==> config.mk <==
export PLATFORM = sky130hd
export DESIGN_NAME = modulo_varredura_mux8_flat
export DESIGN_NICKNAME = d
export VERILOG_FILES = /design/src/rtl/modulo_varredura_mux8_pkg.sv /design/src/rtl/modulo_varredura_mux8_if.sv /design/src/rtl/modulo_varredura_mux8_contador_passo.sv /design/src/rtl/modulo_varredura_mux8.sv /design/src/flat_wrapper.sv
export SDC_FILE = /design/constraint.sdc
export NUM_CORES = 1
export LEC_CHECK = 0
export ABC_AREA = 1
export ABC_CLOCK_PERIOD_IN_PS = 1790
export BUFFER_PORTS_ARGS = -buffer_cell sky130_fd_sc_hd__buf_2
export CAP_MARGIN = 20
export CELL_PAD_IN_SITES_DETAIL_PLACEMENT = 1
export CELL_PAD_IN_SITES_GLOBAL_PLACEMENT = 2
export CORE_MARGIN = 5
export CORE_UTILIZATION = 33
export CTS_CLUSTER_DIAMETER = 50
export DETAILED_ROUTE_END_ITERATION = 10
export GPL_TIMING_DRIVEN = 0
export PLACE_DENSITY = 0.74
export SETUP_SLACK_MARGIN = 0.02
export SYNTH_ARGS = -nofsm -noshare
export SYNTH_HDL_FRONTEND = slang
export SYNTH_HIERARCHICAL = 1
export SYNTH_SLANG_ARGS = --single-unit
==> constraint.sdc <==
create_clock -name clk -period 1.79 [get_ports clk]
set_input_delay 0.179 -clock clk [delete_from_list [all_inputs] [get_ports clk]]
set_output_delay 0.179 -clock clk [all_outputs]
set_load 0.02 [all_outputs]
==> src/rtl/modulo_varredura_mux8_pkg.sv <==
`default_nettype none
// ============================================================================
// modulo_varredura_mux8_pkg : shared types and widths for the mux scan block
// Revision: 1.0
// ============================================================================
package modulo_varredura_mux8_pkg;

    localparam int STEP_W = 4;
    localparam int IDX_W  = 3;
    localparam int DATA_W = 8;

    localparam logic [IDX_W-1:0] LAST_IDX = 3'd7;

    typedef enum logic [1:0] {
        ST_IDLE = 2'b00,
        ST_SCAN = 2'b01,
        ST_HOLD = 2'b10
    } state_t;

    // The final sample bypasses the shadow register and lands straight in the MSB.
    function automatic logic [DATA_W-1:0] assemble_word(
        input logic [DATA_W-2:0] shadow,
        input logic              last_bit
    );
        return {last_bit, shadow};
    endfunction

endpackage
`default_nettype wire

==> src/rtl/modulo_varredura_mux8_if.sv <==
`default_nettype none
// ============================================================================
// modulo_varredura_mux8_if : mux select/sample path plus valid/ready word port
// Revision: 1.0
// ============================================================================
interface modulo_varredura_mux8_if;
    import modulo_varredura_mux8_pkg::*;

    logic              start;
    logic              continuous;
    logic              mux_out;
    logic              ready;
    logic [IDX_W-1:0]  sel;
    logic              busy;
    logic [DATA_W-1:0] data;
    logic              valid;
    logic              changed;

    modport master (
        input  start,
        input  continuous,
        input  mux_out,
        input  ready,
        output sel,
        output busy,
        output data,
        output valid,
        output changed
    );

    modport slave (
        output start,
        output continuous,
        output mux_out,
        output ready,
        input  sel,
        input  busy,
        input  data,
        input  valid,
        input  changed
    );

endinterface
`default_nettype wire

==> src/rtl/modulo_varredura_mux8_contador_passo.sv <==
`default_nettype none
// ============================================================================
// modulo_contador_passo : dwell counter with clear/enable and terminal count
// Revision: 1.0
// ============================================================================
module modulo_contador_passo
    import modulo_varredura_mux8_pkg::*;
#(
    parameter int STEP_CYCLES = 2
) (
    input  wire logic clk,
    input  wire logic rst_n,
    input  wire logic clr,
    input  wire logic en,
    output logic      tc
);

    localparam logic [STEP_W-1:0] TC_VALUE = STEP_W'(STEP_CYCLES - 1);

    logic [STEP_W-1:0] count_q;
    logic [STEP_W-1:0] count_d;

    // Clear wins over enable so the terminal cycle restarts the dwell at zero.
    always_comb begin
        count_d = count_q;
        if (clr) begin
            count_d = '0;
        end else if (en) begin
            count_d = count_q + 1'b1;
        end
    end

    always_ff @(posedge clk or negedge rst_n) begin
        if (!rst_n) begin
            count_q <= '0;
        end else begin
            count_q <= count_d;
        end
    end

    assign tc = (count_q == TC_VALUE);

endmodule
`default_nettype wire

==> src/rtl/modulo_varredura_mux8.sv <==
`default_nettype none
// ============================================================================
// modulo_varredura_mux8 : steps an 8:1 mux select, packs the samples into a
// byte and hands it downstream over valid/ready.   Revision: 1.0
// ============================================================================
module modulo_varredura_mux8
    import modulo_varredura_mux8_pkg::*;
#(
    parameter int STEP_CYCLES = 2
) (
    input  wire logic           clk,
    input  wire logic           rst_n,
    modulo_varredura_mux8_if.master bus
);

    state_t            state_q;
    state_t            state_d;
    logic [IDX_W-1:0]  idx_q;
    logic [IDX_W-1:0]  idx_d;
    logic [IDX_W-1:0]  sel_q;
    logic [IDX_W-1:0]  sel_d;
    logic [DATA_W-2:0] shadow_q;
    logic [DATA_W-2:0] shadow_d;
    logic [DATA_W-1:0] data_q;
    logic [DATA_W-1:0] data_d;
    logic              valid_q;
    logic              valid_d;
    logic              busy_q;
    logic              busy_d;
    logic              changed_q;
    logic              changed_d;

    logic              step_tc_w;
    logic              step_en_w;
    logic              step_clr_w;
    logic [DATA_W-1:0] word_w;

    assign step_en_w  = (state_q == ST_SCAN);
    assign step_clr_w = (state_q != ST_SCAN) || step_tc_w;

    modulo_contador_passo #(
        .STEP_CYCLES (STEP_CYCLES)
    ) u_contador_passo (
        .clk   (clk),
        .rst_n (rst_n),
        .clr   (step_clr_w),
        .en    (step_en_w),
        .tc    (step_tc_w)
    );

    assign word_w = assemble_word(shadow_q, bus.mux_out);

    always_comb begin
        state_d   = state_q;
        idx_d     = idx_q;
        shadow_d  = shadow_q;
        data_d    = data_q;
        valid_d   = valid_q;
        changed_d = 1'b0;

        case (state_q)
            ST_IDLE: begin
                idx_d = '0;
                if (bus.start) begin
                    state_d = ST_SCAN;
                end
            end
            ST_SCAN: begin
                if (step_tc_w) begin
                    if (idx_q == LAST_IDX) begin
                        data_d    = word_w;
                        valid_d   = 1'b1;
                        changed_d = (word_w != data_q);
                        state_d   = ST_HOLD;
                    end else begin
                        shadow_d[idx_q] = bus.mux_out;
                        idx_d           = idx_q + 1'b1;
                    end
                end
            end
            ST_HOLD: begin
                // Stalled here until accepted; nothing is sampled meanwhile.
                if (bus.ready) begin
                    valid_d = 1'b0;
                    idx_d   = '0;
                    state_d = bus.continuous ? ST_SCAN : ST_IDLE;
                end
            end
            default: begin
                state_d = ST_IDLE;
                valid_d = 1'b0;
                idx_d   = '0;
            end
        endcase

        busy_d = (state_d != ST_IDLE);
        sel_d  = (state_d == ST_SCAN) ? idx_d : '0;
    end

    always_ff @(posedge clk or negedge rst_n) begin
        if (!rst_n) begin
            state_q   <= ST_IDLE;
            idx_q     <= '0;
            sel_q     <= '0;
            shadow_q  <= '0;
            data_q    <= '0;
            valid_q   <= 1'b0;
            busy_q    <= 1'b0;
            changed_q <= 1'b0;
        end else begin
            state_q   <= state_d;
            idx_q     <= idx_d;
            sel_q     <= sel_d;
            shadow_q  <= shadow_d;
            data_q    <= data_d;
            valid_q   <= valid_d;
            busy_q    <= busy_d;
            changed_q <= changed_d;
        end
    end

    assign bus.sel     = sel_q;
    assign bus.busy    = busy_q;
    assign bus.data    = data_q;
    assign bus.valid   = valid_q;
    assign bus.changed = changed_q;

endmodule
`default_nettype wire

==> src/flat_wrapper.sv <==
// flat-port wrapper written by rule: the top's interface ports become plain ports
module modulo_varredura_mux8_flat import modulo_varredura_mux8_pkg::*;
#(
    parameter int STEP_CYCLES = 2
)
  (clk, rst_n, bus_start, bus_continuous, bus_mux_out, bus_ready, bus_sel, bus_busy, bus_data, bus_valid, bus_changed);
  modulo_varredura_mux8_if bus_i ();
  input  wire logic clk;
  input  wire logic rst_n;
  input wire logic [$bits(bus_i.start)-1:0] bus_start;
  input wire logic [$bits(bus_i.continuous)-1:0] bus_continuous;
  input wire logic [$bits(bus_i.mux_out)-1:0] bus_mux_out;
  input wire logic [$bits(bus_i.ready)-1:0] bus_ready;
  output wire logic [$bits(bus_i.sel)-1:0] bus_sel;
  output wire logic [$bits(bus_i.busy)-1:0] bus_busy;
  output wire logic [$bits(bus_i.data)-1:0] bus_data;
  output wire logic [$bits(bus_i.valid)-1:0] bus_valid;
  output wire logic [$bits(bus_i.changed)-1:0] bus_changed;
  assign bus_i.start = bus_start;
  assign bus_i.continuous = bus_continuous;
  assign bus_i.mux_out = bus_mux_out;
  assign bus_i.ready = bus_ready;
  assign bus_sel = bus_i.sel;
  assign bus_busy = bus_i.busy;
  assign bus_data = bus_i.data;
  assign bus_valid = bus_i.valid;
  assign bus_changed = bus_i.changed;
  modulo_varredura_mux8 #(.STEP_CYCLES(STEP_CYCLES)) u_core (.clk(clk), .rst_n(rst_n), .bus(bus_i));
endmodule
==> results of run 1 <==
[sequential cells by signal (all words and copies together) (netlist names)]
register	count
u_core/bus.busy	1
u_core/bus.changed	1
u_core/bus.data	8
u_core/bus.sel	3
u_core/bus.valid	1
u_core/idx_q	3
u_core/shadow_q	7
u_core/state_q	2
u_core/u_contador_passo/count_q	4
[logic make-up after synthesis]
logic type / Yosys count / share of synthesized area
compound gates: 19 / 0.0667
xor+xnor: 8 / 0.0455
fa+ha+maj: 7 / 0.0569
buf+inv: 28 / 0.0740
flops: 30 / 0.488
simple gates: 93 / 0.269
[what timing repair did]
action                                  4_1_cts  5_1_grt
setup buffers                                 0        3
resized for setup                             2        3
pin swaps                                     0        2
endpoints found under the hold margin        30        0
endpoints found under the setup margin       23       18
hold buffers                                  1        0
[worst register-to-register path, delay by kind of cell (launching register included)]
family / cells / cell delay, ns
fa+ha+maj: 1 / 0.33
simple gates: 4 / 0.46
buf+inv: 3 / 0.31
flops: 1 / 0.41
[metal layers]
layer  up-vias  global-route usage  part of all wire
met5         -                   0                 0
met4         0              0.0559             0.020
met3         9              0.0378             0.042
met2        20               0.228              0.50
met1       598               0.139              0.43
li1        627                   -                 -
[where the power goes]
| group | internal [mW] | switching (mW) |
|---|---|---|
| combinational | 0.286 | 0.510 |
| clock | 0.310 | 0.253 |
| sequential | 0.788 | 0.0931 |
| total | 1.38 | 0.856 |
[Yosys cell counts]
cell and number:
nor2_2 3, o21ai_2 2, dfrtp_1 30, nand3_1 10, a21oi_1 7, ha_1 7, nor3b_1 1, buf_6 1
nand2_1 55, inv_2 2, clkinvlp_2 1, xor2_1 8, nor2_4 3, nor2_1 15, nand2_2 1, nor3_1 3
o21ai_1 1, o21ai_0 9, nand3_2 2, inv_1 24
[worst paths after layout]
kind,start,endpoint,slack (ns)
min,bus_mux_out,u_core/shadow_q[0],0.17
min in group asynchronous,rst_n,u_core/bus.data[1],0.48
min reg2reg,u_core/bus.valid,u_core/bus.valid,0.49
max in group asynchronous,rst_n,u_core/state_q[0],0.86
max reg2reg,u_core/state_q[1],u_core/bus.data[3],0.18
max,u_core/state_q[1],u_core/bus.data[3],0.18
[final cells by class]
cell class                 count  area [um2]
fill                         547        2610
sequential                    30         751
multi-input combinational    127         691
timing repair buffer          23         128
inverter                      27         103
clock buffer                   7        86.3
tap                           52        65.1
buffer                         1        11.3
clock inverter                 1        5.00
[through the flow]
step / worst slack [ns] / hold slack (ns) / setup TNS, ns
final: 0.177 / 0.168 / 0
after detailed placement: -0.140 / 0.275 / -1.70
after floorplan: 0.145 / -0.117 / 0
after global routing: 0.0330 / 0.193 / 0
after CTS: 0.0279 / 0.164 / 0
after global placement: -0.134 / 0.247 / -1.55
==> flow_summary.ini, run 1 <==
[die]
start_util = 0.346
ios = 20
coreArea_um2 = 4440
die_h_um = 78.3
die_x_um = 78.3
row_count = 24
dieArea_um2 = 6130

[synth]
yosysUniqueCellTypes = 20
synth_largest_area_cell = dfrtp_1
syn_area_um2 = 1540
synth_seq_cells = 30
synthCells = 185
netlist.area_leader.share = 0.488
seq_area_frac_synth = 0.488
syn_area_per_cell_um2 = 8.32
synth_area_leaders = dfrtp_1, nand2_1, inv_1, ha_1, xor2_1
synthesis.nets = 198
yosys_warnings = 6

[hold_path]
hold_path_depth = 3
hp-class = in -> reg

[placement]
place_congestion = 0.826
numPortBuffers = 19
dpl.hpwl_um = 2560
dpl.cell_count = 256
postPlaceCellArea_um2 = 1700

[final_layout]
nets = 228
final_area_um2 = 1840
syn_to_final_growth_pct = 19.5
final_cell_mix = nand2_1, dfrtp_1, inv_1
drive_above_1_share = 0.218
diodes = 0
final_cell_count_no_fill = 268
final_common_cell = nand2_1
postLayoutCoreUtil = 0.414

[grt]
grt_pass1_wl_um = 6200
grt_pass1_vias = 1387
grt_usage = 0.127
grt_max_degree = 31
antenna_found_initial = 0
globalRouteOverflowTotal = 0

[cts]
cts_num_sinks = 30
cts_tree = done
clk_path_buf_depth = 2
root_buffer = clkbuf_8
numCtsBuffers = 5
htree_num_levels = 2
clock_latency_ns = 0.28
clkSlewWorstSetupHoldPaths_ns = 0.06

[setup_path]
crit_family = simple AND/OR/NAND/NOR gates
max_stage_delay_ns = 0.41
critical_path_required_ns = 1.96
arrival_ns = 1.79
end_kind = flop
critical_path_peak_fanout = 11
critPathBufInv = 3
crit_path_start_kind = flop
worst_path_max_delay_cell = dfrtp_1
path_depth = 8
path_cells = inv_1 -> ha_2 -> nand3_2 -> nor2_4 -> inv_2 -> buf_6 -> nand2_1 -> nand2_1
critical_path_class = reg -> reg
cp_common_cell = nand2_1
reg2reg_depth = 8

[timing]
maxSlewViolCount = 0
worst_pin_slew_ns = 0.683
rsz0062_at_grt = false
relSlewSlack = 0.545
setup_viol = 0
clock.fmax_mhz = 620
period_minus_slack_ns = 1.61
hold_viol = 0
fin_crit_sh = 0.901
finalClockSkew_ns = 0.00371

[pwr]
vdd_drop_max_v = 0.000531
p_per_area_nw_per_um2 = 1220
total_power_mw = 2.24
leakagePower_nw = 0.990

[detailed_routing]
vias_per_cell = 4.68
wire_per_inst_um = 12.8
ant_nets = 0
drcViolationCount = 0
num_vias = 1254
dr.pass1.iters = 4
drtIter0Drc = 39
wirelength_um = 3430

[outcome]
status = completed

[run]
maxCapViolCount = 0
(Power assumes the default switching activity.)
==> run 2, diff against run 1 <==
--- a/config.mk
+++ b/config.mk
@@ -6,17 +6,17 @@
 export NUM_CORES = 1
 export LEC_CHECK = 0
 export ABC_AREA = 1
-export ABC_CLOCK_PERIOD_IN_PS = 1790
+export ABC_CLOCK_PERIOD_IN_PS = 2000
 export BUFFER_PORTS_ARGS = -buffer_cell sky130_fd_sc_hd__buf_2
 export CAP_MARGIN = 20
 export CELL_PAD_IN_SITES_DETAIL_PLACEMENT = 1
 export CELL_PAD_IN_SITES_GLOBAL_PLACEMENT = 2
 export CORE_MARGIN = 5
-export CORE_UTILIZATION = 33
+export CORE_UTILIZATION = 36
 export CTS_CLUSTER_DIAMETER = 50
 export DETAILED_ROUTE_END_ITERATION = 10
 export GPL_TIMING_DRIVEN = 0
-export PLACE_DENSITY = 0.74
+export PLACE_DENSITY = 0.8
 export SETUP_SLACK_MARGIN = 0.02
 export SYNTH_ARGS = -nofsm -noshare
 export SYNTH_HDL_FRONTEND = slang
==> constraint.sdc (replaced) <==
create_clock -name clk -period 2 [get_ports clk]
set_input_delay 0.2 -clock clk [delete_from_list [all_inputs] [get_ports clk]]
set_output_delay 0.2 -clock clk [all_outputs]
set_load 0.02 [all_outputs]
==> flow_summary.ini, run 2 (synthesis results as in run 1) <==
[outcome]
status = completed

[grt]
grt_usage = 0.133
grt_pass1_wl_um = 5640
grt_max_degree = 31
globalRouteOverflowTotal = 0
antenna_found_initial = 0
grt_pass1_vias = 1242

[pwr]
vdd_drop_max_v = 0.000449
internal-power_mw = 1.17
p_per_area_nw_per_um2 = 1060
combPwrFrac = 0.348
leakagePower_nw = 0.966
pwr-share-seq = 0.417
swShare = 0.384
pwr-share-clk = 0.235
p_switching_mw = 0.728

[timing]
timing.hold.ws_ns = 0.192
finalClockSkew_ns = 0.00324
relSlewSlack = 0.545
period_minus_slack_ns = 1.76
clock.fmax_mhz = 567
worst_pin_slew_ns = 0.682
fin_tns_setup_ns = 0
hold_viol = 0
fin_crit_sh = 0.882
maxSlewViolCount = 0
setup_viol = 0
rsz0062_at_grt = false

[die]
die_h_um = 75.4
start_util = 0.377
die_x_um = 75.4
coreArea_um2 = 4090
dieArea_um2 = 5680
row_count = 23
ios = 20

[cts]
clkSlewWorstSetupHoldPaths_ns = 0.06
root_buffer = clkbuf_8
numCtsBuffers = 5
clk_path_buf_depth = 2
cts_tree = done
cts_num_sinks = 30
htree_num_levels = 2
clock_latency_ns = 0.28

[setup_path]
critical_path_class = reg -> reg
crit_path_start_kind = flop
end_kind = flop
critical_path_peak_fanout = 10
arrival_ns = 1.94
critical_path_required_ns = 2.17

[final_layout]
final_area_um2 = 1790
final_cell_count_no_fill = 262
largest_reg_flops = 8
nets = 225
fill_cells = 517
final_cell_mix = nand2_1, dfrtp_1, inv_1
regArea_um2 = 751
diodes = 0
multi_input_area_um2 = 682
final_common_cell = nand2_1
syn_to_final_growth_pct = 16.3
drive_above_1_share = 0.193

[detailed_routing]
dr.pass1.iters = 2
ant_nets = 0
drtIter0Drc = 17
num_vias = 1232
drcViolationCount = 0
vias_per_cell = 4.70
wire_per_inst_um = 12.3
wirelength_um = 3220

[placement]
numPortBuffers = 19
dpl.hpwl_um = 2470
place_congestion = 0.835
postPlaceCellArea_um2 = 1700
dpl.cell_count = 254

[run]
maxCapViolCount = 0

[hold_path]
hp-class = in -> reg
-- run 2: cell types whose count changed in the layout (fill, tap and decap cells not counted), sizes merged --
| cell | before | now |
|---|---|---|
| buf | 23 | 20 |
| clkinv | 1 | 0 |
-- run 2: power groups by stage --
| stage | Clock [mW] | Sequential (mW) | Combinational, mW |
|---|---|---|---|
| 2_1_floorplan | 0 | 0.822 | 0.467 |
| 3_3_place_gp | 0 | 0.798 | 0.637 |
| 3_5_place_dp | 0 | 0.803 | 0.665 |
| 4_1_cts | 0.466 | 0.792 | 0.670 |
| 5_1_grt | 0.493 | 0.806 | 0.769 |
| 6_report | 0.446 | 0.793 | 0.661 |
-- run 2: final timing paths --
| kind | cells after the start | end | slack, ns | startpoint |
|---|---|---|---|---|
| max | 9 | u_core/bus.data[5] | 0.24 | u_core/u_contador_passo/count_q[1] |
| min | 3 | u_core/shadow_q[0] | 0.19 | bus_mux_out |
| max reg2reg | 9 | u_core/bus.data[5] | 0.24 | u_core/u_contador_passo/count_q[1] |
| min reg2reg | 2 | u_core/bus.valid | 0.51 | u_core/bus.valid |
| max in group asynchronous | 2 | u_core/idx_q[0] | 1.05 | rst_n |
| min in group asynchronous | 2 | u_core/bus.data[5] | 0.50 | rst_n |
-- run 2: what timing repair did --
item,in CTS,in global routing
buffers inserted,0,0
gates resized for setup,1,1
setup endpoints to repair,6,10
hold endpoints to repair,30,0
hold buffers,1,0
-- run 2: layout make-up --
class                      count  area share
buffer                         1     0.00629
clock buffer                   7      0.0426
inverter                      27      0.0573
multi-input combinational    127       0.381
sequential                    30       0.419
tap                           50      0.0349
timing repair buffer          20      0.0587
-- run 2: metrics by stage --
step                       util  total power [mW]  setup slack (ns)
after floorplan               -              1.29             0.355
after global placement    0.415              1.44            0.0818
after detailed placement  0.415              1.47            0.0432
after CTS                 0.438              1.93             0.156
after global routing      0.438              2.07            0.0580
final                     0.438              1.90             0.235
-- run 2: per-layer routing --
metal  up-vias  wire, um  global-route usage  share of wire
li1        617         -                   -              -
met3         7       118              0.0317          0.037
met1       590      1400               0.158           0.44
met5         -         0                   0              0
met2        18      1640               0.226           0.51
met4         0        58              0.0641          0.018
-- run 2: critical path, stage by stage (launching register included) --
cell and delay (ns):
dfrtp_1 0.42, inv_1 0.08, ha_1 0.13, nor3b_2 0.28
nand3_2 0.15, nor2_4 0.27, inv_2 0.07, buf_6 0.15
nand2_1 0.07, nand2_1 0.05
